[config.mk]
export PLATFORM = sky130hd
export DESIGN_NAME = freq_sweep_master
export DESIGN_NICKNAME = d
export VERILOG_FILES = /design/src/rtl/freq_sweep_master.sv
export SDC_FILE = /design/constraint.sdc
export NUM_CORES = 1
export LEC_CHECK = 0
export CAP_MARGIN = 20
export CORE_MARGIN = 2
export CORE_UTILIZATION = 45
export CTS_BUF_LIST = sky130_fd_sc_hd__clkbuf_16
export DETAILED_ROUTE_END_ITERATION = 6
export SYNTH_ARGS = -nofsm -noshare
export SYNTH_HDL_FRONTEND = slang
export SYNTH_SLANG_ARGS = --single-unit
[constraint.sdc]
create_clock -name clk_i -period 4.4 [get_ports clk_i]
set_clock_uncertainty 0.15 [all_clocks]
set_input_delay 0.88 -clock clk_i [delete_from_list [all_inputs] [get_ports clk_i]]
set_output_delay 0.88 -clock clk_i [all_outputs]
set_load 0.01 [all_outputs]
[src/rtl/freq_sweep_master.sv]
// freq_sweep_master
// Sweeps every enabled design through the frequency counter. For each design it
// programs the sample count and input select, starts a measurement, waits for the
// completion irq, reads the result and pushes {timeout_err, design_idx, value}
// into a small show-ahead result FIFO for the host/logging stage.
module freq_sweep_master #(
    parameter int ADDR_WIDTH   = 8,
    parameter int DATA_WIDTH   = 16,
    parameter int NDESIGNS     = 24,
    parameter int FIFO_DEPTH   = 16,
    parameter int ADDR_SAMPLES = 0,
    parameter int ADDR_SELECT  = 1,
    parameter int ADDR_START   = 2,
    parameter int ADDR_RESULT  = 3,
    parameter int START_VAL    = 1,
    parameter int TIMEOUT      = 1000000,
    localparam int IDXW        = $clog2(NDESIGNS),
    localparam int ENTRY_W     = 1 + IDXW + DATA_WIDTH,
    localparam int CNTW        = $clog2(FIFO_DEPTH) + 1
) (
    input  logic                  clk_i,
    input  logic                  rst_i,
    input  logic                  sweep_start,
    input  logic [NDESIGNS-1:0]   sweep_mask,
    input  logic [DATA_WIDTH-1:0] samples_cfg,
    output logic                  busy,
    output logic                  sweep_done,
    output logic [ADDR_WIDTH-1:0] m_address,
    output logic                  m_read,
    input  logic [DATA_WIDTH-1:0] m_readdata,
    input  logic                  m_readdatavalid,
    output logic                  m_write,
    output logic [DATA_WIDTH-1:0] m_writedata,
    input  logic                  irq,
    output logic                  res_valid,
    input  logic                  res_ready,
    output logic [ENTRY_W-1:0]    res_data,
    output logic [CNTW-1:0]       res_count
);

    localparam int PW = $clog2(FIFO_DEPTH);
    localparam int TW = $clog2(TIMEOUT + 1);

    typedef enum logic [3:0] {
        S_IDLE,
        S_SCAN,
        S_WR_SAMP,
        S_WR_SEL,
        S_WR_START,
        S_WAIT_IRQ,
        S_RD_REQ,
        S_RD_WAIT,
        S_IRQ_REL,
        S_PUSH,
        S_DONE
    } state_t;

    state_t                state_q, state_d;
    logic [IDXW-1:0]       idx_q, idx_d;
    logic [NDESIGNS-1:0]   pend_q, pend_d;
    logic [DATA_WIDTH-1:0] samp_q, samp_d;
    logic [TW-1:0]         tmo_q, tmo_d;
    logic [DATA_WIDTH-1:0] val_q, val_d;
    logic                  err_q, err_d;
    logic [IDXW-1:0]       first_idx;
    logic                  tmo_hit;

    logic [ENTRY_W-1:0]    mem_q [FIFO_DEPTH];
    logic [PW-1:0]         wr_ptr_q, rd_ptr_q;
    logic [CNTW-1:0]       count_q;
    logic                  fifo_full;
    logic                  push;
    logic                  pop;

    assign tmo_hit   = (tmo_q == TW'(TIMEOUT - 1));
    assign fifo_full = (count_q == CNTW'(FIFO_DEPTH));
    assign push      = (state_q == S_PUSH) && !fifo_full;
    assign pop       = (count_q != '0) && res_ready;
    assign busy      = (state_q != S_IDLE);
    assign res_valid = (count_q != '0);
    assign res_data  = mem_q[rd_ptr_q];
    assign res_count = count_q;

    // Lowest still-pending design, so SCAN skips disabled designs in a single cycle.
    always_comb begin
        first_idx = '0;
        for (int i = NDESIGNS - 1; i >= 0; i--) begin
            if (pend_q[i]) begin
                first_idx = IDXW'(i);
            end
        end
    end

    // Sweep state and per-design measurement registers.
    always_ff @(posedge clk_i) begin
        if (rst_i) begin
            state_q <= S_IDLE;
            idx_q   <= '0;
            pend_q  <= '0;
            samp_q  <= '0;
            tmo_q   <= '0;
            val_q   <= '0;
            err_q   <= 1'b0;
        end else begin
            state_q <= state_d;
            idx_q   <= idx_d;
            pend_q  <= pend_d;
            samp_q  <= samp_d;
            tmo_q   <= tmo_d;
            val_q   <= val_d;
            err_q   <= err_d;
        end
    end

    // Next-state logic and bus strobes; the timeout counter runs only in the wait states.
    always_comb begin
        state_d     = state_q;
        idx_d       = idx_q;
        pend_d      = pend_q;
        samp_d      = samp_q;
        tmo_d       = '0;
        val_d       = val_q;
        err_d       = err_q;
        m_address   = '0;
        m_read      = 1'b0;
        m_write     = 1'b0;
        m_writedata = '0;
        sweep_done  = 1'b0;
        case (state_q)
            S_IDLE: begin
                if (sweep_start) begin
                    pend_d  = sweep_mask;
                    samp_d  = samples_cfg;
                    idx_d   = '0;
                    state_d = S_SCAN;
                end
            end
            S_SCAN: begin
                if (pend_q == '0) begin
                    state_d = S_DONE;
                end else begin
                    idx_d   = first_idx;
                    err_d   = 1'b0;
                    val_d   = '0;
                    state_d = S_WR_SAMP;
                end
            end
            S_WR_SAMP: begin
                m_write     = 1'b1;
                m_address   = ADDR_WIDTH'(ADDR_SAMPLES);
                m_writedata = samp_q;
                state_d     = S_WR_SEL;
            end
            S_WR_SEL: begin
                m_write     = 1'b1;
                m_address   = ADDR_WIDTH'(ADDR_SELECT);
                m_writedata = DATA_WIDTH'(idx_q);
                state_d     = S_WR_START;
            end
            S_WR_START: begin
                m_write     = 1'b1;
                m_address   = ADDR_WIDTH'(ADDR_START);
                m_writedata = DATA_WIDTH'(START_VAL);
                state_d     = S_WAIT_IRQ;
            end
            S_WAIT_IRQ: begin
                if (irq) begin
                    state_d = S_RD_REQ;
                end else if (tmo_hit) begin
                    err_d   = 1'b1;
                    val_d   = '1;
                    state_d = S_PUSH;
                end else begin
                    tmo_d = tmo_q + TW'(1);
                end
            end
            S_RD_REQ: begin
                m_read    = 1'b1;
                m_address = ADDR_WIDTH'(ADDR_RESULT);
                state_d   = S_RD_WAIT;
            end
            S_RD_WAIT: begin
                if (m_readdatavalid) begin
                    val_d   = m_readdata;
                    state_d = S_IRQ_REL;
                end else if (tmo_hit) begin
                    err_d   = 1'b1;
                    val_d   = '1;
                    state_d = S_PUSH;
                end else begin
                    tmo_d = tmo_q + TW'(1);
                end
            end
            S_IRQ_REL: begin
                if (!irq) begin
                    state_d = S_PUSH;
                end else if (tmo_hit) begin
                    err_d   = 1'b1;
                    val_d   = '1;
                    state_d = S_PUSH;
                end else begin
                    tmo_d = tmo_q + TW'(1);
                end
            end
            S_PUSH: begin
                if (!fifo_full) begin
                    pend_d[idx_q] = 1'b0;
                    state_d       = S_SCAN;
                end
            end
            S_DONE: begin
                sweep_done = 1'b1;
                state_d    = S_IDLE;
            end
            default: begin
                state_d = S_IDLE;
            end
        endcase
    end

    // FIFO pointers and occupancy; a push never coincides with a full FIFO.
    always_ff @(posedge clk_i) begin
        if (rst_i) begin
            wr_ptr_q <= '0;
            rd_ptr_q <= '0;
            count_q  <= '0;
        end else begin
            if (push) begin
                wr_ptr_q <= wr_ptr_q + PW'(1);
            end
            if (pop) begin
                rd_ptr_q <= rd_ptr_q + PW'(1);
            end
            case ({push, pop})
                2'b10:   count_q <= count_q + CNTW'(1);
                2'b01:   count_q <= count_q - CNTW'(1);
                default: count_q <= count_q;
            endcase
        end
    end

    // FIFO storage; contents are don't-care until written, so no reset.
    always_ff @(posedge clk_i) begin
        if (push) begin
            mem_q[wr_ptr_q] <= {err_q, idx_q, val_q};
        end
    end

endmodule

==> results.tsv <==
metric	value	unit
fin_cells	1835	
syn_avg_cell_area	16.1	sq um
areaGrowthSynthToFinish	18.2	%
ctsLongestPathBuffers	3	
post-cts-setup-buffer-count	0	
first_pass_iters	5	
cts_resized	0	
die-area	42300	sq um
vias_per_cell	5.62	
cp-start-kind	flip-flop	
grt_overflow_total	0	
antenna_found_initial	0	
fin_nets	1344	
crit_family	buffers and inverters	
slowest_delay	0.63	ns
synth_top_area_share	57.7	%
ant_nets	0	
p_per_area	412	nW/um^2
dp_slack	0.633	ns
fin_ws	0.400	ns
ctsHoldBuffers	0	
synth.most_common_cell	edfxtp_1	
cp-end-kind	output pin	
floorplan.initialDensity	45.9	%
numCtsBuffers	47	
setup-tns-final	0	ns
synth_edf_count	352	
fp.dieH	206	microns
avgRoutedWirePerCell	22.6	microns
antennaDiodeCount	0	
ys_ff_latch	455	
cts.sinks	455	
grt_util_met2	31.9	%
status	completed	
tightest_slew	0.990	ns
hp-class	flip-flop to flip-flop	
synth_ff_type	edfxtp_1	
path_cells	buf_4 > mux4_2 > mux4_2 > clkdlybuf4s50_1	
synth_area	18300	sq um
grt.total_usage	20.1	%
syn_inst	1138	
hold_viol	0	
cts_tree	yes	
critPathRequiredTime	3.37	ns
fin_crit	4.00	ns
clkLatencyLatePin	0.58	ns
synth_common_cells	352 x edfxtp_1, 110 x mux4_2, 103 x dfxtp_1	
yosysTopAreaCell	edfxtp_1	
yosys_warnings	0	
grtUsageMet3	4.40	%
grt_pass1_vias	10483	
crit_type	flip-flop to output pin	
crit_fanout	29	
cp_slowest_cell	dfxtp_4	
num_vias	10316	
synth_area_leaders	edfxtp_1 58%, mux4_2 14%, dfxtp_1 11%, a21oi_1 2.7%, nand2_1 1.7%	
hold_ws	0.302	ns
yosysUniqueCellTypes	65	
slew_headroom	34.0	%
root_buffer	clkbuf_16	
finalCritPeriodShare	90.9	%
drv_slew	0	
maxCapViolCount	0	
ir_drop	277	uV
die_w	206	microns
htree_levels	2	
async_flop_share	0	%
hpwl	23.9	mm
finalSetupViolations	0	
power.leakage	6.57	nW
dp_cells	1747	
layout-drive-gt1-share	17.9	%
max_freq	0.250	GHz
grt_pass1_wl	63.1	mm
core_area	39900	sq um
first_iter_violations	808	
globalRouteMet1Util	28.5	%
wl	41.5	mm
path_buf_inv	2	
clkTransAtPathRegs	0.06	ns
grt_max_degree	57	
grt-busiest-layer	met2	
fin_util	54.2	%
rows	73	
drc	0	
rsz0062_at_grt	no	
fill_cells	3185	
arrival	2.97	ns
yosysSeqAreaShare	69.0	%
io_buffer_count	111	
globalplace.congestion	0.782	
pin_count	118	
crit_path_frequent_cell	mux4_2	
worst reg2reg max path: cells and delay by family (launching register included):
kind	cells	cell delay, ns
AOI/OAI and AO/OA	1	0.20
DFF	1	0.83
and+or+nand+nor	4	1.87
layout make-up:
type / instances / area (sq um) / area share, %
clock buffer: 48 / 1200 / 5.55
multi-input combinational: 601 / 5340 / 24.7
tap: 525 / 657 / 3.04
inverter: 22 / 82.6 / 0.382
sequential: 455 / 12600 / 58.4
clock inverter: 40 / 285 / 1.32
timing repair buffer: 144 / 1430 / 6.60
metal layers:
metal | vias up | wire length, microns
li1 | 4699 | -
met1 | 5270 | 18300
met5 | - | 0
met2 | 299 | 19800
met4 | 0 | 685
met3 | 48 | 2720
path summary, 6_finish.rpt:
check                                        startpoint                       to  slack, ns  cells past startpoint
worst max-delay path                          flip-flop             res_data[15]       0.40                      4
worst min-delay path            samp_q[14]$_SDFFE_PP0P_  samp_q[14]$_SDFFE_PP0P_       0.30                      2
worst max register to register  state_q[0]$_SDFFE_PP0P_    val_q[7]$_SDFFE_PP0P_       1.20                      5
worst min register to register  samp_q[14]$_SDFFE_PP0P_  samp_q[14]$_SDFFE_PP0P_       0.30                      2
flip-flops by register name, summed over array words and instances (netlist names), named ones only:
signal     cells
wr_ptr_q       4
idx_q          5
rd_ptr_q       4
samp_q        16
mem_q        352
tmo_q         20
err_q          1
val_q         16
pend_q        24
res_count      5
state_q        4
placed cells by master (no fill, tap or decap), types with 5 or more instances in the layout:
master,synthesis,layout
mux4_2,110,110
buf_4,7,27
xor2_1,16,16
a21oi_1,100,100
nand2_1,81,81
and3_1,7,7
nor3_2,1,6
clkbuf_16,0,48
dfxtp_1,103,100
edfxtp_1,352,352
clkinv_1,0,9
clkdlybuf4s50_1,0,110
buf_12,2,6
and2_1,13,13
nand4_1,9,9
nor2_2,0,12
xnor2_1,11,11
ha_1,10,10
conb_1,1,6
mux2i_1,7,7
nor2_1,74,62
nand2b_1,5,5
nor3_1,18,13
nor4_1,8,8
inv_1,22,40
nor3b_1,5,5
nand3_1,12,12
o2bb2ai_1,16,16
o21ai_0,34,34
cells by family (layout without fill, tap and decap cells):
kind of cell,Yosys count,in the layout,share of synthesized area [%]
xor+xnor,27,27,1.29
other cells,1,6,0.0205
compound gates,181,181,5.79
flops,455,455,69.0
fa+ha+maj,11,11,0.793
buf+inv,87,254,2.24
simple gates,259,259,6.98
mux,117,117,13.9
metrics by stage:
stage                     total power [mW]  instance area [sq um]
after floorplan                       5.04                  18300
after global placement                5.20                  20200
after detailed placement              5.21                  20200
after CTS                             9.02                  21600
after global routing                  9.22                  21600
final                                 8.93                  21600
power breakdown:
part | total [mW] | internal [mW] | leakage, nW | switching (mW)
Combinational | 0.403 | 0.175 | 2.05 | 0.228
Sequential | 4.71 | 4.63 | 3.72 | 0.0810
Clock | 3.81 | 2.21 | 0.794 | 1.60
No activity file was read; power rests on OpenSTA's default activity.
